`src/rtl/tbb_bus_writer.sv`:
```
// -----------------------------------------------------------------------------
// tbb_bus_writer
//
// Host-side initiator for the tbb1143 4-bit register-write bus (D[3:0], A0, WR).
// Byte commands arrive over a valid/ready handshake. Each command becomes one
// nibble write (low nibble) or two (low, then high), each built from a
// SETUP / STROBE / HOLD sequence with programmable cycle counts.
//
// Build option:
//   TBB_WR_FIFO_EN  defined   : FIFO_DEPTH-entry command FIFO in front of the
//                               FSM; commands can be accepted mid-transfer.
//                   undefined : single command register; cmd_ready is high
//                               only in IDLE or on the final HOLD cycle.
//
// Parameters:
//   SETUP_CYC   cycles D/A0 are stable before WR rises   (1..255)
//   PULSE_CYC   cycles WR is high                         (1..255)
//   HOLD_CYC    cycles D/A0 are held after WR falls       (1..255)
//   FIFO_DEPTH  command FIFO entries, power of 2, >= 2    (FIFO build only)
//
// Ports:
//   CLK        in   rising-edge clock
//   RST        in   synchronous reset, active-high
//   cmd_valid  in   command offered
//   cmd_ready  out  command accepted on an edge with cmd_valid & cmd_ready
//   cmd_data   in   [3:0] low nibble, [7:4] high nibble
//   cmd_a0     in   A0 level for every nibble of this command
//   cmd_wide   in   1: low then high nibble, 0: low nibble only
//   D          out  bus data
//   A0         out  bus address select
//   WR         out  write strobe, active-high
//   busy       out  FSM not idle, or a command is queued
//   wr_count   out  completed nibble writes, wraps 255 -> 0
// -----------------------------------------------------------------------------
module tbb_bus_writer #(
  parameter int unsigned SETUP_CYC  = 1,
  parameter int unsigned PULSE_CYC  = 2,
  parameter int unsigned HOLD_CYC   = 1,
  parameter int unsigned FIFO_DEPTH = 4
) (
  input  logic       CLK,
  input  logic       RST,
  input  logic       cmd_valid,
  output logic       cmd_ready,
  input  logic [7:0] cmd_data,
  input  logic       cmd_a0,
  input  logic       cmd_wide,
  output logic [3:0] D,
  output logic       A0,
  output logic       WR,
  output logic       busy,
  output logic [7:0] wr_count
);

  // ---------------------------------------------------------------------------
  // Elaboration-time parameter checks
  // ---------------------------------------------------------------------------
  if (SETUP_CYC < 1 || SETUP_CYC > 255) begin : g_chk_setup
    $error("tbb_bus_writer: SETUP_CYC must be in 1..255");
  end
  if (PULSE_CYC < 1 || PULSE_CYC > 255) begin : g_chk_pulse
    $error("tbb_bus_writer: PULSE_CYC must be in 1..255");
  end
  if (HOLD_CYC < 1 || HOLD_CYC > 255) begin : g_chk_hold
    $error("tbb_bus_writer: HOLD_CYC must be in 1..255");
  end
  if (FIFO_DEPTH < 2 || (FIFO_DEPTH & (FIFO_DEPTH - 1)) != 0) begin : g_chk_depth
    $error("tbb_bus_writer: FIFO_DEPTH must be a power of 2, at least 2");
  end

  // Per-state counters run 0 .. N-1; these are the terminal values.
  localparam logic [7:0] SETUP_LAST = 8'(SETUP_CYC - 1);
  localparam logic [7:0] PULSE_LAST = 8'(PULSE_CYC - 1);
  localparam logic [7:0] HOLD_LAST  = 8'(HOLD_CYC - 1);

  typedef enum logic [1:0] {
    ST_IDLE,
    ST_SETUP,
    ST_STROBE,
    ST_HOLD
  } state_e;

  typedef struct packed {
    logic [7:0] data;
    logic       a0;
    logic       wide;
  } cmd_t;

  // ---------------------------------------------------------------------------
  // Signals
  // ---------------------------------------------------------------------------
  state_e     state_q, state_d;
  logic [7:0] cnt_q, cnt_d;
  cmd_t       cur_q, cur_d;        // command being serialised
  logic       hi_q, hi_d;          // 1 while sending the high nibble
  logic [3:0] d_q, d_d;
  logic       a0_q, a0_d;
  logic       wr_q, wr_d;
  logic [7:0] wr_count_q, wr_count_d;
  logic       busy_q, busy_d;
  logic       cmd_ready_q, cmd_ready_d;

  cmd_t       in_cmd;
  logic       push;                // handshake completes on this edge
  logic       q_valid;             // a command is waiting in the queue
  cmd_t       q_head;
  logic       q_valid_d;           // queue occupancy after this edge
  logic       q_pop;               // FSM takes the queue head on this edge
  logic       bypass;              // FSM takes the incoming command directly
  logic       take;
  cmd_t       next_cmd;
  logic       final_hold_d;        // next cycle is the last HOLD cycle of the command

  assign in_cmd = {cmd_data, cmd_a0, cmd_wide};
  assign push   = cmd_valid & cmd_ready_q;

  // ---------------------------------------------------------------------------
  // Bus FSM: next state and registered-output values
  // ---------------------------------------------------------------------------
  // NOTE: every variable gets a default at the top of the block so that no
  // path through the case leaves it unassigned, which would infer a latch.
  always_comb begin
    state_d    = state_q;
    cnt_d      = cnt_q + 8'd1;
    cur_d      = cur_q;
    hi_d       = hi_q;
    d_d        = d_q;
    a0_d       = a0_q;
    wr_d       = wr_q;
    wr_count_d = wr_count_q;
    q_pop      = 1'b0;
    bypass     = 1'b0;
    take       = 1'b0;
    next_cmd   = q_head;

    unique case (state_q)
      ST_IDLE: begin
        cnt_d = '0;
        // Starting from IDLE always goes through the queue, giving a fixed
        // one-cycle latency from acceptance to D/A0 valid.
        if (q_valid) begin
          q_pop = 1'b1;
          take  = 1'b1;
        end
      end

      ST_SETUP: begin
        if (cnt_q == SETUP_LAST) begin
          state_d = ST_STROBE;
          cnt_d   = '0;
          wr_d    = 1'b1;
        end
      end

      ST_STROBE: begin
        if (cnt_q == PULSE_LAST) begin
          state_d = ST_HOLD;
          cnt_d   = '0;
          wr_d    = 1'b0;
        end
      end

      ST_HOLD: begin
        if (cnt_q == HOLD_LAST) begin
          wr_count_d = wr_count_q + 8'd1;
          cnt_d      = '0;
          if (cur_q.wide && !hi_q) begin
            state_d = ST_SETUP;
            hi_d    = 1'b1;
            d_d     = cur_q.data[7:4];
          end else if (q_valid) begin
            q_pop = 1'b1;
            take  = 1'b1;
          end else if (push) begin
            // A command accepted on this very edge starts straight away,
            // so back-to-back traffic has no IDLE gap.
            bypass   = 1'b1;
            take     = 1'b1;
            next_cmd = in_cmd;
          end else begin
            state_d = ST_IDLE;
            d_d     = '0;
            a0_d    = 1'b0;
          end
        end
      end

      default: begin
        state_d = ST_IDLE;
        cnt_d   = '0;
        wr_d    = 1'b0;
        d_d     = '0;
        a0_d    = 1'b0;
      end
    endcase

    if (take) begin
      state_d = ST_SETUP;
      cnt_d   = '0;
      cur_d   = next_cmd;
      hi_d    = 1'b0;
      d_d     = next_cmd.data[3:0];
      a0_d    = next_cmd.a0;
      wr_d    = 1'b0;
    end

    final_hold_d = (state_d == ST_HOLD) && (cnt_d == HOLD_LAST) &&
                   (!cur_d.wide || hi_d);
  end

  assign busy_d = (state_d != ST_IDLE) || q_valid_d;

  // ---------------------------------------------------------------------------
  // Command queue
  // ---------------------------------------------------------------------------
`ifdef TBB_WR_FIFO_EN
  localparam int unsigned PTR_W = $clog2(FIFO_DEPTH);
  localparam logic [PTR_W:0] CNT_FULL = (PTR_W + 1)'(FIFO_DEPTH);

  cmd_t             mem_q [FIFO_DEPTH];
  logic [PTR_W-1:0] rd_ptr_q, rd_ptr_d;
  logic [PTR_W-1:0] wr_ptr_q, wr_ptr_d;
  logic [PTR_W:0]   count_q, count_d;
  logic             fifo_wr;

  assign fifo_wr = push & ~bypass;
  assign q_valid = (count_q != '0);
  assign q_head  = mem_q[rd_ptr_q];

  always_comb begin
    rd_ptr_d  = rd_ptr_q + PTR_W'(q_pop);
    wr_ptr_d  = wr_ptr_q + PTR_W'(fifo_wr);
    count_d   = count_q + (PTR_W + 1)'(fifo_wr) - (PTR_W + 1)'(q_pop);
    q_valid_d = (count_d != '0);
    // Ready is also raised when a pop is certain on the next edge, so a
    // full FIFO still accepts a push that coincides with a pop.
    cmd_ready_d = (count_d != CNT_FULL) || final_hold_d || (state_d == ST_IDLE);
  end

  always_ff @(posedge CLK) begin
    if (RST) begin
      rd_ptr_q <= '0;
      wr_ptr_q <= '0;
      count_q  <= '0;
    end else begin
      rd_ptr_q <= rd_ptr_d;
      wr_ptr_q <= wr_ptr_d;
      count_q  <= count_d;
    end
  end

  // NOTE: the FIFO storage is deliberately not reset; the pointers and count
  // define which entries are meaningful, so clearing the array buys nothing.
  always_ff @(posedge CLK) begin
    if (fifo_wr) begin
      mem_q[wr_ptr_q] <= in_cmd;
    end
  end
`else
  logic pend_valid_q, pend_valid_d;
  cmd_t pend_q, pend_d;

  assign q_valid = pend_valid_q;
  assign q_head  = pend_q;

  always_comb begin
    pend_valid_d = pend_valid_q;
    pend_d       = pend_q;
    if (q_pop) begin
      pend_valid_d = 1'b0;
    end
    if (push && !bypass) begin
      pend_valid_d = 1'b1;
      pend_d       = in_cmd;
    end
    q_valid_d   = pend_valid_d;
    cmd_ready_d = ((state_d == ST_IDLE) && !pend_valid_d) || final_hold_d;
  end

  always_ff @(posedge CLK) begin
    if (RST) begin
      pend_valid_q <= 1'b0;
    end else begin
      pend_valid_q <= pend_valid_d;
    end
  end

  always_ff @(posedge CLK) begin
    pend_q <= pend_d;
  end
`endif

  // ---------------------------------------------------------------------------
  // State and output registers
  // ---------------------------------------------------------------------------
  // NOTE: sequential blocks use non-blocking assignments so every flop samples
  // the pre-edge values; the combinational blocks above use blocking ones.
  always_ff @(posedge CLK) begin
    if (RST) begin
      state_q     <= ST_IDLE;
      cnt_q       <= '0;
      hi_q        <= 1'b0;
      d_q         <= '0;
      a0_q        <= 1'b0;
      wr_q        <= 1'b0;
      wr_count_q  <= '0;
      busy_q      <= 1'b0;
      cmd_ready_q <= 1'b0;
    end else begin
      state_q     <= state_d;
      cnt_q       <= cnt_d;
      hi_q        <= hi_d;
      d_q         <= d_d;
      a0_q        <= a0_d;
      wr_q        <= wr_d;
      wr_count_q  <= wr_count_d;
      busy_q      <= busy_d;
      cmd_ready_q <= cmd_ready_d;
    end
  end

  // Command payload is only meaningful while the FSM is active.
  always_ff @(posedge CLK) begin
    cur_q <= cur_d;
  end

  assign D         = d_q;
  assign A0        = a0_q;
  assign WR        = wr_q;
  assign busy      = busy_q;
  assign wr_count  = wr_count_q;
  assign cmd_ready = cmd_ready_q;

endmodule
```
`config.mk`:
```
export PLATFORM = sky130hd
export DESIGN_NAME = tbb_bus_writer
export DESIGN_NICKNAME = d
export VERILOG_FILES = /design/src/rtl/tbb_bus_writer.sv
export SDC_FILE = /design/constraint.sdc
export NUM_CORES = 1
export LEC_CHECK = 0
export ABC_AREA = 1
export CORE_MARGIN = 4
export CORE_UTILIZATION = 40
export CTS_CLUSTER_DIAMETER = 30
export CTS_CLUSTER_SIZE = 16
export DETAILED_ROUTE_END_ITERATION = 8
export DONT_BUFFER_PORTS = 1
export GPL_TIMING_DRIVEN = 0
export PLACE_DENSITY = 0.62
export SKIP_LAST_GASP = 1
export SYNTH_ARGS = -nofsm -noshare
export SYNTH_HDL_FRONTEND = slang
export SYNTH_SLANG_ARGS = --single-unit
```
`constraint.sdc`:
```
create_clock -name CLK -period 2.4 [get_ports CLK]
set_input_delay 0.24 -clock CLK [delete_from_list [all_inputs] [get_ports CLK]]
set_output_delay 0.24 -clock CLK [all_outputs]
set_load 0.02 [all_outputs]
```
==> results_dict.tcl <==
set metrics [dict create \
    dieArea_sq_mm 0.00677 \
    placed_cells 362 \
    die_height_um 82.3 \
    track_usage_pct 14.4 \
    syn_area_per_cell_sq_um 7.56 \
    synthToLayoutAreaGrowth_pct 10.1 \
    worst_path_max_delay_cell "nor2_2" \
    setup.worst_path.end_class "flop" \
    vdd_drop_max_v 0.000383 \
    drtIter0Drc 86 \
    critical_path_class "reg -> reg" \
    cts_setup_buffers 0 \
    stdcell_area_sq_mm 0.00243 \
    htree_levels 2 \
    power.density_mw_per_mm2 707 \
    initial_core_util_pct 42.2 \
    cp-start-kind "flop" \
    min_path_type "in -> reg" \
    fill_cells 526 \
    synth_cell_types 29 \
    m1WireLength_mm 1.98 \
    critPathMaxFanout 11 \
    r2r_end "cmd_ready" \
    rsz0062_at_grt "false" \
    clk_pin_slew_ns 0.08 \
    power_mw 1.72 \
    fin_nets 321 \
    syn_area_sq_mm 0.00221 \
    finClkSkew_ns 0.00696 \
    r2r-start "cnt_q[0]" \
    ys_seq_elements 43 \
    grt-ovfl-total 0 \
    p_int_mw 1.28 \
    required_ns 2.57 \
    slew_headroom_pct 57.4 \
    seq_power_share_pct 49.7 \
    numClockSinks 43 \
    numCtsBuffers 5 \
    pwr-share-comb_pct 11.7 \
    vias 1783 \
    worst-path-stages 10 \
    clock_latency_ns 0.29 \
    firstDrtPassIters 4 \
    fin_hold_ws_ns 0.0385 \
    reg2reg_depth 10 \
    synth_fp_nets 314 \
    pre_cts_ws_ns 0.0548 \
    cts_root_buf "clkbuf_8" \
    p_leak_nw 1.07 \
    grt_antenna_before_repair 0 \
    vias_per_cell 4.82 \
    maxCapViolCount 0 \
    ant_nets 0 \
    fin_util_pct 46.4 \
    fin_cells 370 \
    post-route-min-period_ns 2.07 \
    final_cell_mix "nand2_1, inv_1, dfxtp_1" \
    crit_family "simple AND/OR/NAND/NOR gates" \
    finalSetupTns_ns 0 \
    hold_depth 0 \
    layout_setup_ws_ns 0.334 \
    antenna_cells 0 \
    crit_path_cell_trace "inv_1, ha_1, nand2_2, nor2_8, nand2_2, inv_2, nor2_2, a21oi_2, nand3_1, a21oi_1" \
    clockBufferDepth 2 \
    final_common_cell "nand2_1" \
    met2WireLength_mm 2.05 \
    regToRegSetupSlack_ns 0.33 \
    die_w_um 82.3 \
    drc 0 \
    cp.arrival_ns 2.23 \
    routed.top_layer "met4" \
    p_sw_share_pct 25.3 \
    hp-start "cmd_a0" \
    fin_crit_sh_pct 86.1 \
    io_buffer_count 0 \
    worstMarginPinSlew_ns 0.638 \
    cp_common_cell "nand2_2" \
    critPathBufInv 2 \
    postSynthCellCount 292 \
    num_rows 26 \
    dpl.hpwl_mm 3.27 \
    hold_buffers 0 \
    hold_viol_final 0 \
    place_area_sq_mm 0.00230 \
    clkPwrFrac_pct 38.6 \
    grt_pass1_vias 1690 \
    drive_gt1_share_pct 7.33 \
    post_drt_wl_per_cell_um 11.8 \
    io_pins 29 \
    hold-path-endpoint "pend_q[1]" \
    max_stage_delay_ns 0.51 \
    core_sq_mm 0.00524 \
    routed_wl_mm 4.35 \
    setup_viol 0 \
    p_switching_mw 0.434 \
    grt_pass1_wl_mm 7.47 \
    status "finished, final reports clean" \
    ys_seq_area_share_pct 45.3 \
    cts_tree "done" \
    fmax_mhz 484 \
    yosys_warnings 0 \
    grt_start_max_net_pins 14 \
    wl_met3_um 232 \
    slew_viol_final 0 \
    routabilityCongestion 0.856 \
]
==> how the worst max path moves through the flow <==
stage                     startpoint        end  slack [ns]
after floorplan             cnt_q[0]  pend_q[0]        0.48
after detailed placement    cnt_q[0]  cmd_ready        0.05
final                       cnt_q[0]  cmd_ready        0.33
after global placement      cnt_q[0]  cmd_ready        0.04
after global routing        cnt_q[0]  cmd_ready        0.13
after CTS                   cnt_q[0]  cmd_ready        0.03
==> synthesized netlist by cell type <==
master / number / area share (%)
xnor2_1: 2 / 0.79
inv_2: 3 / 0.51
o21ai_0: 6 / 1.4
nor3_1: 3 / 0.68
xor2_1: 2 / 0.79
dfxtp_1: 29 / 26
nand3b_1: 1 / 0.34
nor2_2: 1 / 0.28
nor2_1: 28 / 4.8
a21oi_2: 1 / 0.40
clkinv_1: 1 / 0.17
a31oi_1: 1 / 0.28
inv_1: 36 / 6.1
o21a_1: 2 / 0.68
nor4b_2: 1 / 0.68
clkbuf_1: 2 / 0.34
nand3_1: 21 / 4.8
nand2_2: 4 / 1.1
o211ai_1: 6 / 2.0
o2111ai_1: 1 / 0.40
nand3_2: 1 / 0.45
nand4_1: 4 / 1.1
buf_6: 2 / 1.0
a21oi_1: 11 / 2.5
edfxtp_1: 14 / 19
o21ai_1: 4 / 0.91
nor2_8: 1 / 0.91
ha_1: 9 / 5.1
nand2_1: 95 / 16
==> metal layers <==
layer,GRT usage [%],up-vias
li1,-,948
met1,17.6,792
met2,23.6,36
met3,4.23,7
met4,5.65,0
met5,0,-
==> sequential cells by signal, summed over array words and instances (netlist names) <==
name,cells
A0,1
busy,1
D,4
state_q,2
pend_valid_q,1
wr_count,8
hi_q,1
cmd_ready,1
pend_q,10
WR,1
cnt_q,8
cur_q,5
==> cell type report <==
cell class / instances / area (sq um) / area share (%)
multi-input cells: 205 / 1030 / 42.4
clock buffers: 6 / 72.6 / 2.99
inverters: 40 / 150 / 6.18
flip-flops and latches: 43 / 1000 / 41.2
plain buffers: 4 / 30.0 / 1.24
well taps: 70 / 87.6 / 3.60
clock inverters: 2 / 60.1 / 2.47
==> worst reg2reg max path: cells and delay by family, from the launching register on <==
family	cells	cell delay (ns)
simple gates	5	0.92
flops	1	0.44
buf+inv	2	0.22
fa+ha+maj	1	0.22
compound gates	2	0.16
==> cell families (layout without fill, tap and decap cells) <==
group / after synthesis / count (layout) / synth area share, %
flops: 43 / 43 / 45.3
compound gates: 32 / 32 / 8.56
xor+xnor: 4 / 4 / 1.59
simple gates: 160 / 160 / 31.3
fa+ha+maj: 9 / 9 / 5.10
buf+inv: 44 / 52 / 8.16
==> repair_timing <==
action,4_1_cts,5_1_grt
resized for setup,0,1
setup endpoints to repair,0,13
endpoints found under the hold margin,0,0
==> power groups by stage <==
stage | registers [mW] | logic [mW] | clock network [mW]
floorplan | 0.862 | 0.159 | 0
global placement | 0.870 | 0.198 | 0
detailed placement | 0.871 | 0.199 | 0
CTS | 0.855 | 0.201 | 0.676
global route | 0.858 | 0.234 | 0.707
finish | 0.854 | 0.202 | 0.664
Power figures use the tool's default switching activity.
